<file path="config.mk">
export PLATFORM = sky130hd
export DESIGN_NAME = scan_sched
export DESIGN_NICKNAME = d
export VERILOG_FILES = /design/src/rtl/scan_sched.sv
export SDC_FILE = /design/constraint.sdc
export NUM_CORES = 1
export LEC_CHECK = 0
export CAP_MARGIN = 20
export CORE_ASPECT_RATIO = 1.2
export CORE_MARGIN = 2
export CORE_UTILIZATION = 43
export CTS_CLUSTER_DIAMETER = 200
export CTS_CLUSTER_SIZE = 25
export DETAILED_ROUTE_END_ITERATION = 10
export GPL_ROUTABILITY_DRIVEN = 0
export GPL_TIMING_DRIVEN = 0
export PLACE_DENSITY = 0.73
export SETUP_SLACK_MARGIN = 0.3
export SYNTH_ARGS = -nofsm -noshare
export SYNTH_HDL_FRONTEND = slang
export SYNTH_SLANG_ARGS = --single-unit
</file>
<file path="constraint.sdc">
create_clock -name sys_clk -period 14.6 [get_ports sys_clk]
set_clock_uncertainty 0.2 [all_clocks]
set_input_delay 2.92 -clock sys_clk [delete_from_list [all_inputs] [get_ports sys_clk]]
set_output_delay 2.92 -clock sys_clk [all_outputs]
set_load 0.005 [all_outputs]
</file>
<file path="src/rtl/scan_sched.sv">
// scan_sched: periodic scan sync generator and per-channel frame readout arbiter
module scan_sched #(
  parameter int NCH    = 4,
  parameter int WORDS  = 4096,
  parameter int SETTLE = 8,
  parameter int TMO    = 1024
) (
  input  logic               sys_clk,
  input  logic               rst,
  input  logic               i_enable,
  input  logic [23:0]        i_period,
  input  logic               i_clr,
  output logic               o_send_sync,
  input  logic [32*NCH-1:0]  i_ch_data,
  input  logic [NCH-1:0]     i_ch_vld,
  output logic [NCH-1:0]     o_ch_rdy,
  output logic [31:0]        o_data,
  output logic               o_vld,
  input  logic               i_rdy,
  output logic               o_sof,
  output logic               o_eof,
  output logic               o_busy,
  output logic               o_overrun,
  output logic               o_tmo_err,
  output logic [19:0]        o_frame_cnt
);
  localparam int CW = NCH > 1 ? $clog2(NCH) : 1;
  localparam int WW = $clog2(WORDS + 1);
  localparam int TW = $clog2(TMO + 1);
  localparam int DW = $clog2(SETTLE + 5);
  typedef enum logic [2:0] {IDLE, SYNC, WAIT, HDR, DATA, PAD, NEXT} state_t;
  state_t state, nxt;
  logic [23:0] cnt, per, p_eff;
  logic [CW-1:0] ch;
  logic [WW-1:0] wcnt;
  logic [TW-1:0] tcnt;
  logic [DW-1:0] dly;
  logic [31:0] ch_data;
  logic expire, last_ch, last_word, ch_vld, xfer, tmo_hit;
  // at count 0 the live i_period is used so a new period takes effect right at the wrap
  assign p_eff = cnt == '0 ? (i_period < 24'd2 ? 24'd2 : i_period) : per;
  assign expire = i_enable && cnt == p_eff - 24'd1;
  assign last_ch = ch == CW'(NCH - 1);
  assign last_word = wcnt == WW'(WORDS - 1);
  assign ch_data = i_ch_data[32*ch +: 32];
  assign ch_vld = i_ch_vld[ch];
  assign xfer = ch_vld && i_rdy;
  assign tmo_hit = !ch_vld && tcnt == TW'(TMO - 1);
  assign o_busy = state != IDLE;
  // period counter: free-runs while enabled, period latched at each wrap
  always_ff @(posedge sys_clk or posedge rst)
    if (rst) begin
      cnt <= '0;
      per <= 24'd2;
    end else begin
      cnt <= (!i_enable || expire) ? '0 : cnt + 24'd1;
      per <= p_eff;
    end
  // state register
  always_ff @(posedge sys_clk or posedge rst)
    if (rst) state <= IDLE;
    else state <= nxt;
  // channel, word, timeout and delay counters plus sticky flags
  always_ff @(posedge sys_clk or posedge rst)
    if (rst) begin
      ch          <= '0;
      wcnt        <= '0;
      tcnt        <= '0;
      dly         <= '0;
      o_frame_cnt <= '0;
      o_overrun   <= 1'b0;
      o_tmo_err   <= 1'b0;
    end else begin
      dly <= state != nxt ? '0 : dly + 1'b1;
      if (state == IDLE && nxt == SYNC) o_frame_cnt <= o_frame_cnt + 20'd1;
      if (state == WAIT) ch <= '0;
      else if (state == NEXT && !last_ch) ch <= ch + 1'b1;
      if (state == HDR) begin
        wcnt <= '0;
        tcnt <= '0;
      end else if (state == DATA) begin
        if (xfer) begin
          wcnt <= wcnt + 1'b1;
          tcnt <= '0;
        end else if (!ch_vld) tcnt <= tcnt + 1'b1;
      end else if (state == PAD && i_rdy) wcnt <= wcnt + 1'b1;
      o_overrun <= (expire && state != IDLE) || (o_overrun && !i_clr);
      o_tmo_err <= (state == DATA && tmo_hit) || (o_tmo_err && !i_clr);
    end
  // next state and merged stream outputs
  always_comb begin
    nxt = state;
    o_send_sync = 1'b0;
    o_vld = 1'b0;
    o_data = '0;
    o_sof = 1'b0;
    o_eof = 1'b0;
    o_ch_rdy = '0;
    case (state)
      IDLE: nxt = expire ? SYNC : IDLE;
      SYNC: begin
        o_send_sync = 1'b1;
        nxt = dly == DW'(3) ? WAIT : SYNC;
      end
      WAIT: nxt = dly == DW'(SETTLE - 1) ? HDR : WAIT;
      HDR: begin
        o_vld = 1'b1;
        o_data = {8'hA5, 4'(ch), o_frame_cnt};
        o_sof = ch == '0;
        nxt = i_rdy ? DATA : HDR;
      end
      DATA: begin
        o_vld = ch_vld;
        o_data = ch_data;
        o_ch_rdy[ch] = i_rdy;
        o_eof = last_ch && last_word && ch_vld;
        nxt = (xfer && last_word) ? NEXT : tmo_hit ? PAD : DATA;
      end
      PAD: begin
        o_vld = 1'b1;
        o_data = 32'hDEAD_0000 | 32'(wcnt);
        o_eof = last_ch && last_word;
        nxt = (i_rdy && last_word) ? NEXT : PAD;
      end
      NEXT: nxt = last_ch ? IDLE : HDR;
      default: nxt = IDLE;
    endcase
  end
endmodule

</file>
# [Word-level counts from Yosys, hierarchy flattened]
# Index checks and enable logic that the tools add are counted.
[totals] register_bits=103 latch_bits=0 ramBits=0 rom_bits=0 inputBits=161 mem_count=0
[classes] n_addsub=7 mul=0 n_div=0 order_cmp=3 eq_ne=16 n_shift=1 mux=33 n_bitwise=1 reduce_logical=32
[op_table] operator="128-bit by 8-bit indexed part select with 32-bit output" n=1
[op_table] operator="32-bit one-hot mux with 3 select lines" n=1
[op_table] operator="24-bit 2-to-1 mux" n=3
[op_table] operator="13-bit 2-to-1 mux" n=4
[op_table] operator="11-bit 2-to-1 mux" n=4
[op_table] operator="24-bit by 1-bit adder with 24-bit output (second input constant)" n=1
[op_table] operator="24-bit == test" n=1
[op_table] operator="24-bit zero test" n=1
[op_table] operator="24-bit by 2-bit less-than comparator with 1-bit output (second input constant)" n=1
[op_table] operator="24-bit by 1-bit subtractor with 24-bit output (second input constant)" n=1
[op_table] operator="3-bit one-hot mux with 7 select lines" n=1
[op_table] operator="20-bit by 1-bit adder with 20-bit output (second input constant)" n=1
[op_table] operator="1-bit logical AND" n=15
[op_table] operator="13-bit by 1-bit adder with 13-bit output (second input constant)" n=1
[op_table] operator="13-bit by 12-bit == test with 1-bit output (second input constant)" n=1
[op_table] operator="2-bit 2-to-1 mux" n=6
[op_table] operator="11-bit by 1-bit adder with 11-bit output (second input constant)" n=1
[op_table] operator="11-bit by 10-bit == test with 1-bit output (second input constant)" n=1
[op_table] operator="3-bit == test (second input constant)" n=3
[op_table] operator="4-bit 2-to-1 mux" n=2
[op_table] operator="1-bit 2-to-1 mux" n=7
[op_table] operator="3-bit by 1-bit == test with 1-bit output (second input constant)" n=2
[op_table] operator="3-bit by 2-bit == test with 1-bit output (second input constant)" n=2
[op_table] operator="3-bit nonzero test" n=2
[op_table] operator="other kinds (22)" n=30

# [Logic depth before layout (Yosys ltp)]
# Gate-level depths: netlist of run 1.
[logic_depth] depth_word=10 mapped_depth=23

# [Least setup slack after synthesis of run 1]
# No wires, ideal clock.
[synth_path] path_kind="input port to flip-flop" start="in i_period[20]" end="reg o_frame_cnt[6]" setup_time_ps=125 arrival_ps=6965 setup_slack_ps=7310 cell_stages=17 path_cell_list="or4_4 -> or4_4 -> o21ai_0 -> o21a_1 -> ha_1 -> nand2b_1 -> or2_2 -> clkbuf_1 -> or3_1 -> a31o_2 -> a21oi_1 -> o211a_1 -> nand4_1 -> nor4_4 -> buf_4 -> nand4_1 -> xnor2_1"
[synth_via] elab_chain_len=10
[synth_lines] item="start: declaration" line_no="11" rtl="input logic [23:0] i_period,"
[synth_lines] item="24-bit by 2-bit less-than comparator with 1-bit output" line_no="41" rtl="assign p_eff = cnt == '0 ? (i_period < 24'd2 ? 24'd2 : i_period) : per;"
[synth_lines] item="24-bit 2-to-1 mux * (2 in a row)" line_no="41"
[synth_lines] item="24-bit by 1-bit subtractor with 24-bit output *" line_no="42" rtl="assign expire = i_enable && cnt == p_eff - 24'd1;"
[synth_lines] item="24-bit == test *" line_no="42"
[synth_lines] item="1-bit logical AND *" line_no="42"
[synth_lines] item="1-bit 2-to-1 mux *" line_no="100" rtl="IDLE: nxt = expire ? SYNC : IDLE;"
[synth_lines] item="3-bit one-hot mux with 7 select lines *" line_no="99" rtl="case (state)"
[synth_lines] item="3-bit by 1-bit == test with 1-bit output *" line_no="75" rtl="if (state == IDLE && nxt == SYNC) o_frame_cnt <= o_frame_cnt + 20'd1;"
[synth_lines] item="1-bit logical AND *" line_no="75"
[synth_lines] item="end signal: assignment" line_no="75"
[synth_lines] item="end: declaration" line_no="25" rtl="output logic [19:0] o_frame_cnt"
# Every way passes the cells marked *; elsewhere a longest branch is shown, timed or not.
# A chain may end at the register's enable or synchronous reset.

# [Final worst setup path of run 1]
[layout_path] start="in i_period[9]" end="reg o_frame_cnt[19]"
# Same word-level chain as after synthesis.

==> qor.csv, run 1 <==
stage;metric;value;unit
outcome;status;finished clean;
flow_run;drv_cap;0;
clock_network;cts_tree;done;
min_path;hold_class;reg -> reg;
worst_setup_path;path_class;in -> reg;
placement;io_buffers;223;
yosys;ys_ff_latch;103;
yosys;synth_edf_count;0;
clock_network;cts_root_buf;clkbuf_16;
global_routing;grt_max_degree;67;
clock_network;clk_pin_slew_worst_paths;0.08;ns
timing;fin_crit_sh;56.92;%
worst_setup_path;worstPathArrival;8.36;ns
yosys;synth_top_area_share;32.75;%
timing;setup_tns;0;ns
worst_setup_path;required;14.65;ns
clock_network;insertion_delay;0.36;ns
yosys;yosysSeqAreaShare;33.09;%
floorplan;row_count;53;
worst_setup_path;worst-path-buf-inv;3;
yosys;synthArstFlopShare;100.0;%
timing;setup_viol;0;
worst_setup_path;cp_top_family;simple AND/OR/NAND/NOR gates;
floorplan;die_x;126.9;um
routing;routedWlPerCell;20.58;um
yosys;syn_inst;898;
routing;drc;0;
routing;wl;27970;um
worst_setup_path;crit_chain;clkdlybuf4s50_1 > nor4_1 > nand3_1 > o21ai_0 > o21a_1 > ha_1 > nand2b_1 > or2_2 > clkbuf_1 > or3_1 > a31o_2 > a21oi_1 > o211a_1 > nand4_1 > nor4_4 > buf_4 > nand3_1 > xnor2_1;
clock_network;post-cts-setup-buffer-count;0;
final_layout;syn_to_final_growth;36.33;%
clock_network;cts-resized-gates;0;
yosys;synth.distinct_cells;65;
floorplan;ios;224;
worst_setup_path;crit_path_frequent_cell;nand3_1;
floorplan;fp.dieH;151.5;um
final_layout;fin_nets;1305;
clock_network;cts.sinks;103;
worst_setup_path;cpMaxStageDelayCell;nor4_1;
yosys;avgSynthCellArea;8.679;sq um
power_and_ir_drop;powerDensity;78.58;nW/um^2
placement;dp_hpwl;22350;um
yosys;ys_top_cells_by_count;111 x nand2_1, 102 x dfrtp_1, 96 x nor2_1;
yosys;synth_top_area_cell;dfrtp_1;
global_routing;grt_overflow_total;0;
timing;slew_viol_final;0;
worst_setup_path;endpoint_kind;flop;
timing;fmax;120.3;MHz
floorplan;coreArea;17640;sq um
global_routing;grt_pass1_wl;43080;um
global_routing;track_usage;29.09;%
floorplan;initial_utilization;44.18;%
global_routing;antenna_found_initial;0;
yosys;yosysMostFrequentCell;nand2_1;
yosys;synth_fp_nets;1070;
clock_network;numCtsBuffers;9;
clock_network;clock_path_buffers;2;
routing;ant_nets;0;
yosys;syn_area;7794;sq um
routing;first_iter_violations;778;
yosys;synth_flop_cell;dfrtp_1;
routing;first_pass_iters;8;
worst_setup_path;critPathMaxFanout;10;
global_routing;grt_pass1_vias;8077;
routing;vias_per_cell;5.972;
power_and_ir_drop;ir_worst_vdd;53.38;uV
clock_network;cts_hold_buf;0;
final_layout;drive_above_1_share;6.942;%
power_and_ir_drop;p_leak;4.247;nW
timing;holdWs;0.3007;ns
floorplan;dieArea;19220;sq um
timing;rsz0062_at_grt;no;
timing;worst_pin_slew;0.8501;ns
worst_setup_path;critPathMaxStageDelay;0.76;ns
yosys;synthTopCellsByArea;dfrtp_1 33%, mux4_2 9.0%, xnor2_1 7.2%, nand2_1 5.3%, nor2_1 4.6%;
timing;relSlewSlack;42.80;%
clock_network;htree_levels;3;
routing;num_vias;8116;
worst_setup_path;r2r_slack;8.43;ns
worst_setup_path;crit_path_start_kind;primary input;
yosys;yosysWarnings;0;
timing;period_minus_slack;8.311;ns
timing;hold_viol;0;
==> path summary, 6_finish.rpt <==
check	from	depth (start not counted)	to
worst max-delay path	i_period[9]	18	o_frame_cnt[19]
worst min-delay path	per[23]	2	per[23]
worst max register to register	cnt[0]	22	o_frame_cnt[19]
worst min register to register	per[23]	2	per[23]
max in group asynchronous	rst	3	per[1]
min in group asynchronous	rst	2	per[18]
==> metrics by stage <==
| stage | instance area (sq um) | utilization, % | instances | power, mW | setup WS (ns) |
|---|---|---|---|---|---|
| after global routing | 10620 | 60.22 | 1358 | 0.8703 | 5.861 |
| after CTS | 10620 | 60.22 | 1358 | 0.8341 | 6.409 |
| after detailed placement | 10330 | 58.57 | 1342 | 0.5896 | 6.035 |
| after floorplan | 7794 | - | 898 | 0.4766 | 7.310 |
| final | 10630 | 60.24 | 1359 | 0.8349 | 6.289 |
| after global placement | 10300 | 58.40 | 1341 | 0.5843 | 6.064 |
==> tightest hold or removal path: cells and delay by family, from the launching register on <==
family,cells,cell delay (ns)
compound gates,1,0.06
flops,1,0.35
simple gates,1,0.05
==> logic make-up after synthesis <==
group	share of synthesized area (%)
simple gates	25.43
compound gates	14.82
flops	33.09
buf+inv	4.479
xor+xnor	9.071
mux	11.35
fa+ha+maj	1.766
==> routing by layer <==
layer	wire length [um]	global-route usage, %
met4	1271	14.56
met3	2379	4.529
met2	14250	53.09
met1	10060	33.14
met5	0	0
==> layout by cell type, fill, tap and decap left out, drive strengths merged, types with 7 or more instances in the layout <==
cell / count
clkbuf: 48
nand2: 111
nand2b: 9
and3: 29
o21ai: 53
mux2i: 13
nand3: 37
xor2: 14
clkdlybuf4s50: 223
dfrtp: 102
mux4: 31
or3: 13
nor3: 24
nor2: 96
ha: 11
inv: 34
or4: 10
xnor2: 64
nor4: 17
nor2b: 9
a31oi: 7
a21oi: 26
buf: 19
and2: 12
a22o: 28
nand4: 15
==> where the power goes <==
part / total, mW / switching [mW] / internal (mW)
Clock: 0.244 / 0.121 / 0.123
Sequential: 0.342 / 0.0326 / 0.309
Combinational: 0.249 / 0.119 / 0.130
==> registers in the layout, indices dropped and copies added, names as in the netlist <==
register / cells
o_overrun: 1
dly: 4
state: 3
per: 24
ch: 2
wcnt: 13
o_tmo_err: 1
tcnt: 11
cnt: 24
o_frame_cnt: 20
==> area by class of cell <==
cell class / count / area, sq um
Fill cell: 1536 / 7014
Multi-Input combinational cell: 708 / 4866
Sequential cell: 103 / 2579
Timing Repair Buffer: 224 / 2260
Tap cell: 220 / 275.3
Clock buffer: 10 / 239.0
Buffer: 56 / 232.7
Inverter: 31 / 118.9
Clock inverter: 6 / 52.55
Antenna cell: 1 / 2.502
Note: power is estimated with default switching activity, not from simulation.
==> run 2, diff against run 1 <==
- clock period: 14.6 -> 8.2 ns (I/O delays scaled with it)
==> results of run 2 <==
The final DEF is identical to that of run 1. Status: finished clean.
Among the figures that moved: setup slack after placement 6.035 ns -> 0.9152 ns; setup slack after layout 6.289 ns -> 1.169 ns; register-to-register setup slack 8.43 ns -> 2.03 ns; total power 0.8349 mW -> 1.487 mW; worst IR drop on VDD 53.38 uV -> 95.05 uV
==> run 3, diff against run 2 <==
- CORE_UTILIZATION: 43 -> 49
- PLACE_DENSITY: 0.73 -> 0.82
==> qor.csv, run 3 (synthesis gave the netlist of run 1 again) <==
stage;metric;value;unit;change
outcome;status;finished clean;;
floorplan;coreArea;15580;sq um;-12%
floorplan;initial_utilization;50.03;%;+5.8 points
final_layout;drive_above_1_share;6.854;%;-0.088 points
floorplan;ios;224;;unchanged
worst_setup_path;endpoint_kind;flop;;
routing;vias_per_cell;6.096;;+2.1%
timing;setup_tns;0;ns;unchanged
routing;routedWlPerCell;20.67;um;+0.45%
final_layout;syn_to_final_growth;36.38;%;about the same
power_and_ir_drop;power_frac_comb;29.6;%;-0.2 points
routing;ant_nets;0;;unchanged
global_routing;grt_overflow_total;0;;unchanged
worst_setup_path;path_class;in -> reg;;
final_layout;fin_nets;1305;;unchanged
floorplan;dieArea;16930;sq um;-12%
clock_network;cts_hold_buf;0;;unchanged
floorplan;die_x;119.1;um;-6.1%
power_and_ir_drop;p_leak;4.243;nW;about the same
worst_setup_path;worstPathArrival;7.34;ns;
placement;io_buffers;223;;unchanged
clock_network;cts.sinks;103;;unchanged
clock_network;clock_path_buffers;2;;unchanged
floorplan;row_count;50;;-5.7%
power_and_ir_drop;ir_worst_vdd;103.1;uV;
global_routing;grt_max_degree;68;;+1.5%
timing;period_minus_slack;7.315;ns;
routing;drc;0;;unchanged
routing;wl;27890;um;-0.29%
final_layout;fin_cells;1349;;-0.74%
power_and_ir_drop;p_int;1.030;mW;
clock_network;clk_pin_slew_worst_paths;0.07;ns;about the same
timing;fmax;136.7;MHz;
global_routing;grt_pass1_vias;7930;;-1.8%
worst_setup_path;crit_start;i_period[9];;
timing;setup_viol;0;;unchanged
routing;first_pass_iters;7;;-1
routing;first_iter_violations;891;;+15%
timing;worst_pin_slew;0.9462;ns;+0.09612 ns
clock_network;insertion_delay;0.35;ns;about the same
global_routing;antenna_found_initial;4;;+4
final_layout;final_common_cell;clkdlybuf4s50_1;;
worst_setup_path;reg2reg_from;cnt[0];;
clock_network;htree_levels;3;;unchanged
routing;num_vias;8223;;+1.3%
worst_setup_path;required;8.23;ns;
clock_network;cts-resized-gates;0;;unchanged
timing;relSlewSlack;36.34;%;-6.5 points
timing;rsz0062_at_grt;no;;
timing;fin_crit_sh;89.21;%;
final_layout;most-common-layout-cells;223 x clkdlybuf4s50_1, 111 x nand2_1, 102 x dfrtp_1;;
global_routing;grt_pass1_wl;42720;um;-0.82%
clock_network;post-cts-setup-buffer-count;0;;unchanged
clock_network;cts_root_buf;clkbuf_16;;
power_and_ir_drop;power.net_switching;0.4741;mW;
timing;hold_viol;0;;unchanged
final_layout;top_regs;cnt (24), per (24), o_frame_cnt (20);;
timing;slew_viol_final;0;;unchanged
clock_network;numCtsBuffers;9;;unchanged
flow_run;drv_cap;0;;unchanged
power_and_ir_drop;powerDensity;141.5;nW/um^2;
min_path;hold_class;reg -> reg;;
worst_setup_path;crit_path_start_kind;primary input;;
floorplan;fp.dieH;142.2;um;-6.2%
power_and_ir_drop;p_clk_share;30.2;%;+1.0 points
placement;dp_hpwl;22090;um;-1.1%
final_layout;multi_input_area;4866;sq um;unchanged
power_and_ir_drop;p_sw_share;31.51;%;
clock_network;cts_tree;done;;
min_path;hold_start;per[6];;
global_routing;track_usage;32.84;%;+3.7 points
final_layout;n_fill_cell;1215;;-21%
power_and_ir_drop;seq_power_share;40.2;%;-0.8 points
placement;dp_cells;1330;;-0.89%
worst_setup_path;critPathMaxFanout;10;;unchanged
final_layout;seq_area;2579;sq um;unchanged
## run 3: cell count changes in the layout (fill, tap and decap cells not counted), sizes merged
cell	delta
diode	+2
inv	-1
bufinv	+1
clkinv	-3
clkinvlp	+2
clkbuf	+1
## run 3: cell type report
cell class,instances,area share (%)
Sequential cell,103,24.26
Tap cell,208,2.449
Antenna cell,3,0.07063
Inverter,31,1.118
Clock buffer,11,2.284
Timing Repair Buffer,224,21.26
Buffer,56,2.190
Multi-Input combinational cell,708,45.78
Clock inverter,5,0.5886
## run 3: critical path, cell delays in order
cell and delay (ns):
clkdlybuf4s50_1 0.57, nor4_1 0.84, nand3_1 0.51, o21ai_0 0.41
o21a_1 0.18, ha_1 0.22, nand2b_1 0.13, or2_2 0.29
clkbuf_1 0.21, or3_1 0.41, a31o_2 0.27, a21oi_1 0.20
o211a_1 0.20, nand4_1 0.19, nor4_4 0.50, buf_4 0.25
nand4_1 0.15, xnor2_1 0.19
## run 3: power groups by stage
stage,combinational (mW),sequential [mW],clock [mW]
finish,0.445,0.605,0.455
global route,0.479,0.611,0.477
CTS,0.438,0.602,0.455
detailed placement,0.434,0.611,0
global placement,0.426,0.610,0
floorplan,0.252,0.596,0
## run 3: worst paths after layout
kind | endpoint | cells after the start | slack [ns]
hold reg to reg | per[6] | 2 | 0.31
min in group asynchronous | o_tmo_err | 2 | 1.47
hold / removal | per[6] | 2 | 0.31
max in group asynchronous | per[20] | 3 | 5.61
setup / recovery | o_frame_cnt[18] | 18 | 0.88
setup reg to reg | o_frame_cnt[18] | 22 | 1.66
## run 3: metal layers
| metal | vias up | part of all wire (%) | GRT usage [%] |
|---|---|---|---|
| met5 | - | 0.036 | 0 |
| met4 | 2 | 5.0 | 17.17 |
| met3 | 86 | 9.9 | 7.091 |
| met2 | 508 | 50 | 58.68 |
| met1 | 3914 | 35 | 36.67 |
| li1 | 3713 | - | - |
## run 3: stage by stage
stage	area (sq um)	utilization [%]	setup WS (ns)	power [mW]	hold slack (ns)
4_1_cts	10620	68.18	1.166	1.495	0.3056
5_1_grt	10630	68.22	0.6742	1.567	0.3239
3_3_place_gp	10290	66.03	0.9117	1.035	0.2754
6_report	10630	68.23	0.8848	1.504	0.3070
2_1_floorplan	7794	-	2.190	0.8486	0.2552
3_5_place_dp	10320	66.22	0.8233	1.045	0.2851
